==> config.mk <==
export PLATFORM = sky130hd
export DESIGN_NAME = mem_port_arbiter
export DESIGN_NICKNAME = d
export VERILOG_FILES = /design/src/rtl/mem_arb_pkg.sv /design/src/rtl/mem_port_arbiter.sv
export SDC_FILE = /design/constraint.sdc
export NUM_CORES = 1
export LEC_CHECK = 0
export ABC_AREA = 1
export CORE_ASPECT_RATIO = 0.9
export CORE_MARGIN = 3
export CORE_UTILIZATION = 35
export CTS_BUF_LIST = sky130_fd_sc_hd__clkbuf_8
export CTS_CLUSTER_SIZE = 25
export DETAILED_ROUTE_END_ITERATION = 12
export PLACE_DENSITY = 0.7
export SETUP_SLACK_MARGIN = 0.4
export SLEW_MARGIN = 30
export SYNTH_ARGS = -nofsm -noshare
export SYNTH_HDL_FRONTEND = slang
export SYNTH_SLANG_ARGS = --single-unit
==> constraint.sdc <==
create_clock -name clk -period 4.3 [get_ports clk]
set_clock_uncertainty 0.2 [all_clocks]
set_input_delay 0.645 -clock clk [delete_from_list [all_inputs] [get_ports clk]]
set_output_delay 0.645 -clock clk [all_outputs]
set_load 0.02 [all_outputs]
==> src/rtl/mem_arb_pkg.sv <==
// Shared constants for the unified memory port arbiter: state encoding and default bus widths.
package mem_arb_pkg;

   localparam int unsigned DEF_ADDR_W = 32;
   localparam int unsigned DEF_DATA_W = 32;

   localparam logic [1:0] IDLE    = 2'd0;
   localparam logic [1:0] IF_BUSY = 2'd1;
   localparam logic [1:0] D_BUSY  = 2'd2;

endpackage

==> src/rtl/mem_port_arbiter.sv <==
// Shares one memory port between instruction fetch and MEM-stage data accesses,
// holding each request through the memory handshake and returning completion pulses.
module mem_port_arbiter
   import mem_arb_pkg::*;
#(
   parameter int unsigned ADDR_W = DEF_ADDR_W,
   parameter int unsigned DATA_W = DEF_DATA_W
) (
   input  logic              clk,
   input  logic              rst,
   input  logic              ifReq,
   input  logic [ADDR_W-1:0] ifAddr,
   input  logic              flush,
   output logic [DATA_W-1:0] ifData,
   output logic              ifValid,
   input  logic              dReq,
   input  logic              dWe,
   input  logic [ADDR_W-1:0] dAddr,
   input  logic [DATA_W-1:0] dWData,
   output logic [DATA_W-1:0] dRData,
   output logic              dValid,
   output logic              memReq,
   output logic              memWe,
   output logic [ADDR_W-1:0] memAddr,
   output logic [DATA_W-1:0] memWData,
   input  logic [DATA_W-1:0] memRData,
   input  logic              memAck,
   output logic              stallIF,
   output logic              stallMem
);

   logic [1:0] state;
   logic [1:0] stateNext;
   logic       ifEligible;
   logic       dEligible;
   logic       grantIf;
   logic       grantD;
   logic       ifAck;
   logic       dAck;
   logic       killed;

   // A requester is masked in its own completion cycle so it is never served twice.
   assign ifEligible = ifReq & ~flush & ~ifValid;
   assign dEligible  = dReq & ~dValid;
   assign ifAck      = (state == IF_BUSY) & memAck;
   assign dAck       = (state == D_BUSY) & memAck;

   assign stallIF  = ifReq & ~ifValid;
   assign stallMem = dReq & ~dValid;

   always_ff @(posedge clk) begin
      if (rst) begin
         state <= IDLE;
      end else begin
         state <= stateNext;
      end
   end

   // Data outranks fetch in IDLE; on an ack the other requester is served back-to-back.
   always_comb begin
      stateNext = state;
      grantIf   = 1'b0;
      grantD    = 1'b0;
      case (state)
         IDLE: begin
            if (dEligible) begin
               grantD    = 1'b1;
               stateNext = D_BUSY;
            end else if (ifEligible) begin
               grantIf   = 1'b1;
               stateNext = IF_BUSY;
            end
         end
         IF_BUSY: begin
            if (memAck) begin
               if (dEligible) begin
                  grantD    = 1'b1;
                  stateNext = D_BUSY;
               end else begin
                  stateNext = IDLE;
               end
            end
         end
         D_BUSY: begin
            if (memAck) begin
               if (ifEligible) begin
                  grantIf   = 1'b1;
                  stateNext = IF_BUSY;
               end else begin
                  stateNext = IDLE;
               end
            end
         end
         default: stateNext = IDLE;
      endcase
   end

   // Memory-side request register, result registers and fetch-kill flag.
   always_ff @(posedge clk) begin
      if (rst) begin
         memReq   <= 1'b0;
         memWe    <= 1'b0;
         memAddr  <= '0;
         memWData <= '0;
         ifValid  <= 1'b0;
         dValid   <= 1'b0;
         ifData   <= '0;
         dRData   <= '0;
         killed   <= 1'b0;
      end else begin
         ifValid <= ifAck & ~killed & ~flush;
         dValid  <= dAck;

         if (ifAck) begin
            ifData <= memRData;
         end
         if (dAck) begin
            dRData <= memRData;
         end

         // A flushed fetch still finishes on the bus; only its result is dropped.
         if (ifAck) begin
            killed <= 1'b0;
         end else if ((state == IF_BUSY) && flush) begin
            killed <= 1'b1;
         end

         if (grantD) begin
            memReq   <= 1'b1;
            memWe    <= dWe;
            memAddr  <= dAddr;
            memWData <= dWData;
         end else if (grantIf) begin
            memReq   <= 1'b1;
            memWe    <= 1'b0;
            memAddr  <= ifAddr;
            memWData <= '0;
         end else if (ifAck || dAck) begin
            memReq <= 1'b0;
            memWe  <= 1'b0;
         end
      end
   end

endmodule

==> impl_results.md, run 1 <==
* Mapped Area at 5752 sq um
* DRC viols at 0
* Sw Ratio at 0.2853
* Type of origin of the critical path: input pin
* Peak VDD IR at 264.5 uV
* Total global routing track utilization at 0.1948
* Routed Antenna Nets at 0
* Final Cell Area at 8815 sq um
* Leading cell type in the layout, fill and taps excluded: nand2_1
* CP Class: in2out
* Post-DP Area at roughly 8400 sq um
* Register bit total from synthesis at approximately 140
* Arr. time, crit path at 2.00 ns
* Max Transition Viols Final at 0
* Clock tree buffer depth at 2
* Yosys warns at 0
* Final worst-path cycle share at 0.6606
* CTS hold repair buffers at 0
* Vias in the first global route at 5,367
* Critical path peak fanout at 2
* DP HPWL at 12.28 mm
* RSZ-0062 raised after global routing: false
* TritonCTS buffer count at 17
* Sequential area share after synthesis at 0.4699
* Main synth FF type: dfxtp_1
* Die Width at ~140 microns
* Sink Count at 135
* Clock network fraction of total power at 0.359
* Number of enable flip-flop cells after synthesis at 0
* Net Switching at 0.9144 mW
* Status: complete, no violations
* GR Util met3 at 0.08945
* Syn_nets at slightly below 900
* Gpl congestion at 0.7688
* H-tree lvl count at 4
* # fillers at 1,504
* Final Hold Fails at 0
* Fmax at about 0.35 GHz
* First-pass GRT wire length at 28.17 mm
* Setup Buffers After CTS at 0
* Clock root buffer: clkbuf_8
* Hold/Removal Path Class: reg2reg
* Die Y at approximately 130 microns
* Max-Cap Viols at 0
* Clk_lat worst skew at between 0.4 and 0.5 ns
* Most frequent cells in the layout: nand2_1, clkdlybuf4s50_1, dfxtp_1
* TNS Setup at 0 ns
* PD cells at 363.6 nW/um^2
* Share of layout cells above drive strength 1 at 0.09633
* Worst-path clk slew at 0.08 ns
* Drt total wl at approximately 18 mm
* Leak at 3.399 nW
* Pint at 2.291 mW
* Global route total overflow at 0
* Die area at 18,010 sq um
* Met1 Usage GRT at 0.2297
* FP Rows at 43
* Number of distinct library cells after synthesis at 24
* CTS tree: built
* Sequential power share at 0.426
* Power share of the combinational group at 0.215
* GR peak layer: met2
* DR vias/cell at 4.663
* Largest net degree at the start of global routing at 79
* Syn-to-layout area delta at 53.25%
* Syn_area_per_cell at 7.649 sq um
* Drt first-iter violations at approximately 270
* Initial Utilization at 0.3649
* Ant. Diodes at 0
* Number of top-level pins at 269
* Routed vias at 5,637
* Worst Tran Pin Value at 0.8903 ns
* Power Total at 3.205 mW
* Grt met2 use at 0.3225
* WL per Instance at around 15 microns
* Core area at 15,760 sq um
* Async S/R FF share, synth at 0
* Initial antenna violation count at 0
* CP endpoint kind: primary output
* DR pass1 iterations at 4
* Synth Instances at 752
* PortBufs at about 270
* Critical Path RT at around 3.5 ns
* Slew headroom at 0.4064
* Nets at between 1,000 and 1,500
* Final Critical Period at 2.841 ns
* # setup viols final at 0
* PostCTS Resize Cnt at 0
==> kinds of logic after synthesis <==
| group | count (synthesis) | share of synthesized area |
|---|---|---|
| buffers and inverters | 73 | 0.08092 |
| flip-flops | 135 | 0.4699 |
| AND/OR/NAND/NOR | 444 | 0.3511 |
| AO/OA/AOI/OAI | 100 | 0.09811 |
==> per-layer routing <==
layer  part of all wire  vias up
met5                  0        -
met4             0.0075        0
met3               0.10        9
met2               0.47      184
met1               0.42     2567
li1                   -     2877
==> critical path: stages <==
cell and delay (ns):
clkdlybuf4s50_1 0.45, nand2_1 0.10, inv_1 0.12, clkdlybuf4s50_1 0.68
==> path summary, 6_finish.rpt <==
path | startpoint | endpoint | slack (ns) | cells past startpoint
hold reg to reg | killed$_SDFFE_PP0P_ | ifValid$_SDFF_PP0_ | 0.22 | 1
setup reg to reg | state[0]$_SDFFE_PP0P_ | memAddr[12]$_SDFFE_PP0P_ | 1.71 | 9
setup / recovery | dReq | stallMem | 1.46 | 4
hold / removal | killed$_SDFFE_PP0P_ | ifValid$_SDFF_PP0_ | 0.22 | 1
==> cells in the mapped netlist, types with 11 or more instances <==
cell	count	area, sq um
nand2_1	297	1115
dfxtp_1	135	2703
a21oi_1	81	405.4
nor2_1	72	270.3
nand3b_1	32	240.2
nand3_2	31	310.3
a21oi_2	17	148.9
clkbuf_1	17	63.81
inv_1	15	56.30
buf_2	12	60.06
buf_6	11	123.9
==> per-stage QoR <==
step / util / setup WS (ns) / instances / hold WS [ns]
2_1_floorplan: - / 2.450 / 752 / 0.1916
4_1_cts: 0.5592 / 1.440 / 1209 / 0.2229
3_3_place_gp: 0.5315 / 1.035 / 1177 / 0.2009
6_report: 0.5592 / 1.459 / 1209 / 0.2214
5_1_grt: 0.5592 / 1.273 / 1209 / 0.2440
3_5_place_dp: 0.5316 / 0.9882 / 1177 / 0.2095
==> final cells by class <==
class	instances	area (sq um)	share of cell area
tap	202	252.7	0.02867
clock inverter	15	201.4	0.02285
timing repair buffer	277	2760	0.3131
clock buffer	17	234.0	0.02654
sequential	135	2703	0.3066
multi-input combinational	544	2591	0.2940
inverter	19	72.57	0.008233
==> power by group through the flow <==
stage               Sequential (mW)  Combinational, mW  Clock (mW)
detailed placement             1.39              0.695           0
global placement               1.39              0.694           0
finish                         1.36              0.690        1.15
floorplan                      1.48              0.296           0
global route                   1.37              0.750        1.24
CTS                            1.36              0.698        1.19
==> sequential cells by signal (all words and copies together) (netlist names) <==
| name | cells |
|---|---|
| ifValid | 1 |
| killed | 1 |
| dRData | 32 |
| memWData | 32 |
| state | 2 |
| memReq | 1 |
| dValid | 1 |
| memWe | 1 |
| memAddr | 32 |
| ifData | 32 |
No activity file was read; power rests on OpenSTA's default activity.
==> run 2, diff against run 1 <==
PLACE_DENSITY = 0.73   (was 0.7)
clock period = 2.5 ns   (was 4.3 ns; I/O delays follow)
==> run 2 against run 1 <==
Effect of this change:
- first-iteration DRC count shrank 29%
- clock power grew 43%
- wire length decreased by 0.99%
- critical endpoint is now memWData[26]
- highest routed layer unchanged
- sequential power increased by 72%
- sequential share of layout area is 0.056 points lower
- worst hold slack improved by 0.0070 ns
- cell count grew 0.50%
==> impl_results.md, run 2 (same netlist as run 1, synthesis figures left out) <==
* DRC viols at 0 (unchanged)
* FP Rows at 43 (unchanged)
* Status: complete, no violations
* CP endpoint kind: primary output
* PortBufs at 268 (unchanged)
* Clock network fraction of total power at 0.317 (-0.042)
* Fmax at 0.4966 GHz
* H-tree lvl count at 4 (unchanged)
* Power share of the combinational group at 0.231 (+0.016)
* Routed Antenna Nets at 0 (unchanged)
* Largest net degree at the start of global routing at 66 (-16%)
* Sw Ratio at 0.2959 (+0.01066)
* Nets at 1,136 (+0.62%)
* Clk_lat worst skew at 0.43 ns (about the same)
* Final worst-path cycle share at 0.8055
* Final Hold Fails at 0 (unchanged)
* Core area at 15,760 sq um (unchanged)
* DP HPWL at 12.37 mm (+0.78%)
* Clock root buffer: clkbuf_8
* GR Util met3 at 0.09431 (+0.004865)
* Drt first-iter violations at 188 (-29%)
* DR pass1 iterations at 4 (unchanged)
* Peak VDD IR at 375.8 uV (+42%)
* Arr. time, crit path at 1.44 ns (-0.56 ns)
* GR peak layer: met2
* # setup viols final at 0 (unchanged)
* Power Total at 5.186 mW (+62%)
* CTS tree: built
* Slew headroom at 0.5375 (+0.1310)
* Worst-path cell chain: clkdlybuf4s50_1
* Initial antenna violation count at 0 (unchanged)
* TritonCTS buffer count at 17 (unchanged)
* Critical Path Slowest Stage Cell: clkdlybuf4s50_1
* Net Switching at 1.535 mW (+68%)
* Type of origin of the critical path: flip-flop
* Buf/Inv on CP at 1 (-2)
* RSZ-0062 raised after global routing: false
* Pint at 3.651 mW (+59%)
* Ant. Diodes at 0 (unchanged)
* Gpl congestion at 0.7915 (+3.0%)
* Critical Path Max Stage Delay at 0.64 ns (-0.04 ns)
* Leak at 3.421 nW (+0.65%)
* Hold/Removal Path Class: reg2reg
* Global route total overflow at 0 (unchanged)
* Worst Tran Pin Value at 0.6938 ns (-0.1965 ns)
* Syn-to-layout area delta at 53.53%
* Grt met2 use at 0.3242 (+0.001681)
* Drt total wl at 17.94 mm (-0.99%)
* Post-DP Area at 8468 sq um (+1.1%)
* Share of layout cells above drive strength 1 at 0.1007 (+0.004365)
* CP Class: reg2out
* Sequential power share at 0.452 (+0.026)
* CP top delay family: buffers and inverters
* Max-Cap Viols at 0 (unchanged)
* Met1 Usage GRT at 0.2195 (-0.01023)
* Final Cell Area at 8831 sq um (+0.18%)
* Clock tree buffer depth at 2 (unchanged)
* Die Width at 141.1 microns (unchanged)
* CTS hold repair buffers at 0 (unchanged)
* WL per Instance at 14.77 microns (-1.5%)
* Setup Buffers After CTS at 0 (unchanged)
* Vias in the first global route at 5,443 (+1.4%)
* Sink Count at 135 (unchanged)
* Critical path peak fanout at 2 (unchanged)
* Worst-path clk slew at 0.08 ns (about the same)
* DR vias/cell at 4.640 (-0.49%)
* Total global routing track utilization at 0.1937 (-0.001182)
* Die Y at 127.6 microns (unchanged)
* PD cells at 587.2 nW/um^2 (+61%)
* Final Critical Period at slightly above 2 ns
* Leading cell type in the layout, fill and taps excluded: nand2_1
* TNS Setup at 0 ns (unchanged)
* First-pass GRT wire length at 27.81 mm (-1.3%)
* Critical Path RT at 1.92 ns (-1.53 ns)
* Initial Utilization at 0.3649 (unchanged)
* Max Transition Viols Final at 0 (unchanged)
* Die area at 18,010 sq um (unchanged)
* Number of top-level pins at 269 (unchanged)
* Most frequent cells in the layout: nand2_1, clkdlybuf4s50_1, dfxtp_1
* Routed vias at 5,637 (unchanged)
[run 2: changes by cell type in the layout (fill, tap and decap cells not counted), sizes merged]
| cell | before | now |
|---|---|---|
| clkbuf | 17 | 21 |
| buf | 10 | 17 |
| clkinvlp | 2 | 4 |
| bufinv | 4 | 0 |
| inv | 21 | 20 |
| clkdlybuf4s50 | 267 | 264 |
| dlymetal6s2s | 0 | 1 |
| dlygate4sd2 | 0 | 2 |
| clkinv | 7 | 5 |
[run 2: metal layers]
| layer | share of wire | wire length (microns) |
|---|---|---|
| met2 | 0.46 | 8271 |
| met3 | 0.11 | 1954 |
| met4 | 0.011 | 199 |
| met1 | 0.42 | 7517 |
| met5 | 0 | 0 |
[run 2: final timing paths]
path	startpoint	endpoint	slack [ns]	cells past startpoint
setup reg to reg	state[0]$_SDFFE_PP0P_	memAddr[9]$_SDFFE_PP0P_	0.76	8
setup / recovery	memWData[26]$_SDFFE_PP0P_	memWData[26]	0.49	1
hold / removal	killed$_SDFFE_PP0P_	ifValid$_SDFF_PP0_	0.23	1
hold reg to reg	killed$_SDFFE_PP0P_	ifValid$_SDFF_PP0_	0.23	1
[run 2: power groups by stage]
| stage | Sequential (mW) | Clock (mW) | Combinational [mW] |
|---|---|---|---|
| floorplan | 2.54 | 0 | 0.508 |
| global placement | 2.39 | 0 | 1.20 |
| detailed placement | 2.39 | 0 | 1.21 |
| CTS | 2.34 | 1.70 | 1.21 |
| global route | 2.36 | 1.81 | 1.30 |
| finish | 2.34 | 1.64 | 1.20 |
[run 2: what timing repair did]
action | CTS | global route
pin swaps | 0 | 0
gates cloned | 0 | 0
gates resized for setup | 2 | 1
endpoints found under the setup margin | 2 | 1
[run 2: through the flow]
step	util	setup slack, ns	instances	hold WS [ns]
after floorplan	-	0.8696	752	0.1916
after global placement	0.5372	0.1809	1184	0.2050
after detailed placement	0.5372	0.1820	1184	0.2179
after CTS	0.5600	0.4277	1215	0.2160
after global routing	0.5602	0.4082	1215	0.2430
final	0.5602	0.4862	1215	0.2284
[run 2: final cells by class]
| cell class | count | area [sq um] |
|---|---|---|
| fill | 1490 | 6933 |
| inverter | 19 | 71.32 |
| clock inverter | 10 | 73.82 |
| multi-input combinational | 544 | 2591 |
| tap | 202 | 252.7 |
| clock buffer | 21 | 289.0 |
| sequential | 135 | 2703 |
| timing repair buffer | 284 | 2850 |
==> run 3, diff against run 2 <==
clock period = 1.8 ns   (was 2.5 ns; I/O delays follow)
==> run 3 against run 2 <==
Effect of this change:
- critical path depth grew 9
- total power grew 64%
- core utilization grew 13 points
- flip-flop and latch count is the same
- largest power group unchanged
- via count grew 13%
==> impl_results.md, run 3 (same netlist as run 1, synthesis figures left out) <==
* Worst Tran Pin Value at 0.3806 ns (-0.3132 ns)
* Die Width at 141.1 microns (unchanged)
* Clk_lat worst skew at 0.44 ns (about the same)
* Leading cell type in the layout, fill and taps excluded: nand2_1
* Sink Count at 135 (unchanged)
* # setup viols final at 0 (unchanged)
* Slew headroom at 0.7454 (+0.2080)
* Die Y at 127.6 microns (unchanged)
* Nets at 1,242 (+9.3%)
* DP HPWL at 13.01 mm (+5.1%)
* Global route total overflow at 0 (unchanged)
* Initial Utilization at 0.3649 (unchanged)
* FF-to-FF path depth at 10 (+2)
* Peak VDD IR at 641.6 uV (+71%)
* Most frequent cells in the layout: nand2_1, buf_6, dfxtp_2, clkdlybuf4s50_1, a21oi_1
* Final hold slack at 0.001314 ns (-0.2271 ns)
* Total global routing track utilization at 0.2151 (+0.02145)
* Drt total wl at 22.66 mm (+26%)
* Clock tree buffer depth at 2 (unchanged)
* CTS tree: built
* Syn-to-layout area delta at 89.47%
* Worst-path clk slew at 0.08 ns (about the same)
* Worst Hold Depth at 2 (+1)
* Vias in the first global route at 5,991 (+10%)
* WL per Instance at 17.14 microns (+16%)
* Die area at 18,010 sq um (unchanged)
* Fmax at 0.6279 GHz
* CP endpoint kind: flip-flop
* RSZ-0062 raised after global routing: true
* Gpl congestion at 0.7972 (+0.72%)
* Drt first-iter violations at 266 (+41%)
* First-pass GRT wire length at 30.75 mm (+11%)
* TritonCTS buffer count at 17 (unchanged)
* Final Critical Period at 1.593 ns
* Initial antenna violation count at 0 (unchanged)
* Core area at 15,760 sq um (unchanged)
* Critical Path Max Stage Delay at 0.36 ns (-0.28 ns)
* Worst R2R End: memAddr[23]$_SDFFE_PP0P_
* Routed vias at 6,383 (+13%)
* Status: complete, no violations
* Share of layout cells above drive strength 1 at 0.4786 (+0.3779)
* Hold/Removal Path Class: in2reg
* DR vias/cell at 4.828 (+4.1%)
* Worst Hold Launch: rst
* Post-DP Area at 8650 sq um (+2.1%)
* PD cells at 779.1 nW/um^2 (+33%)
* Critical Path RT at 1.98 ns (+0.06 ns)
* Leak at 4.673 nW (+37%)
* R2R Path Start: dValid$_SDFF_PP0_
* PortBufs at 268 (unchanged)
* DR pass1 iterations at 4 (unchanged)
* Clock root buffer: clkbuf_8
* Type of origin of the critical path: flip-flop
* Sink of the worst hold path: dRData[2]$_SDFFE_PP0P_
* DRC viols at 0 (unchanged)
* Final worst-path cycle share at 0.8849
* Max-Cap Viols at 0 (unchanged)
* Ant. Diodes at 0 (unchanged)
* TNS Setup at 0 ns (unchanged)
* Number of top-level pins at 269 (unchanged)
* Critical path peak fanout at 7 (+5)
* Final Hold Fails at 0 (unchanged)
* Final Cell Area at 10,900 sq um (+23%)
* Routed Antenna Nets at 0 (unchanged)
* H-tree lvl count at 4 (unchanged)
* Max Transition Viols Final at 0 (unchanged)
* Largest net degree at the start of global routing at 60 (-9.1%)
* CP Class: reg2reg
* Worst-path cell chain: inv_4, nand2_4, inv_4, nand3_4, buf_12, buf_12, buf_16, nand3b_1, nand2_1, nor2_1
* FP Rows at 43 (unchanged)
* Arr. time, crit path at 1.77 ns (+0.33 ns)
* Critical Path Slowest Stage Cell: dfxtp_4
* R2R Setup Slk at 0.21 ns (-0.55 ns)
==> run 3: critical path: cells and delay by family, from the launching register on <==
kind,cells,cell delay (ns)
buffers and inverters,5,0.55
and+or+nand+nor,5,0.41
DFF,1,0.36
==> run 3: how the worst max path moves through the flow <==
| stage | start | end | slack, ns | cells after the start |
|---|---|---|---|---|
| 3_3_place_gp | dReq | stallMem | -0.19 | 4 |
| 4_1_cts | dValid$_SDFF_PP0_ | stallMem | 0.19 | 4 |
| 2_1_floorplan | dValid$_SDFF_PP0_ | memWData[22]$_SDFFE_PP0P_ | 0.32 | 9 |
| 6_report | dValid$_SDFF_PP0_ | memAddr[23]$_SDFFE_PP0P_ | 0.21 | 10 |
| 5_1_grt | dValid$_SDFF_PP0_ | memAddr[14]$_SDFFE_PP0P_ | 0.12 | 10 |
| 3_5_place_dp | flush | memAddr[19]$_SDFFE_PP0P_ | -0.20 | 10 |
==> run 3: where the power goes <==
part	internal [mW]	leakage (nW)	switching, mW
Combinational	1.25	3.31	1.08
Clock	1.55	0.204	1.27
Sequential	3.20	1.16	0.128
Total	6.00	4.67	2.49
==> run 3: layer usage <==
metal  vias up  wire [microns]  GRT usage  part of all wire
li1       3110               -          -                 -
met1      2998            8703     0.2413              0.38
met2       238           11140     0.3631              0.49
met3        37            2286     0.1014              0.10
met4         0             539    0.06724             0.024
met5         -               0          0                 0
==> run 3: layout make-up <==
| class | count | area [sq um] |
|---|---|---|
| timing repair inverter | 1 | 16.27 |
| multi-input combinational | 544 | 2804 |
| clock inverter | 14 | 196.4 |
| inverter | 19 | 98.84 |
| fill | 1202 | 4866 |
| timing repair buffer | 389 | 4407 |
| sequential | 135 | 2875 |
| tap | 202 | 252.7 |
| clock buffer | 18 | 247.7 |
==> run 3: timing repair <==
| item | CTS | global route |
|---|---|---|
| hold endpoints to repair | 6 | 3 |
| resized for setup | 944 | 112 |
| gates cloned | 4 | 19 |
| hold buffers | 1 | 1 |
| pin swaps | 6 | 50 |
| endpoints found under the setup margin | 265 | 265 |
| buffers inserted | 29 | 38 |
==> run 3: per-stage QoR <==
| step | setup WS (ns) | instances | total power, mW | util |
|---|---|---|---|---|
| 6_report | 0.2073 | 1322 | 8.490 | 0.6913 |
| 5_1_grt | 0.1185 | 1322 | 8.858 | 0.6913 |
| 4_1_cts | 0.1914 | 1264 | 8.142 | 0.6211 |
| 3_5_place_dp | -0.2031 | 1198 | 5.069 | 0.5487 |
| 3_3_place_gp | -0.1874 | 1198 | 5.056 | 0.5487 |
| 2_1_floorplan | 0.3249 | 752 | 4.244 | - |
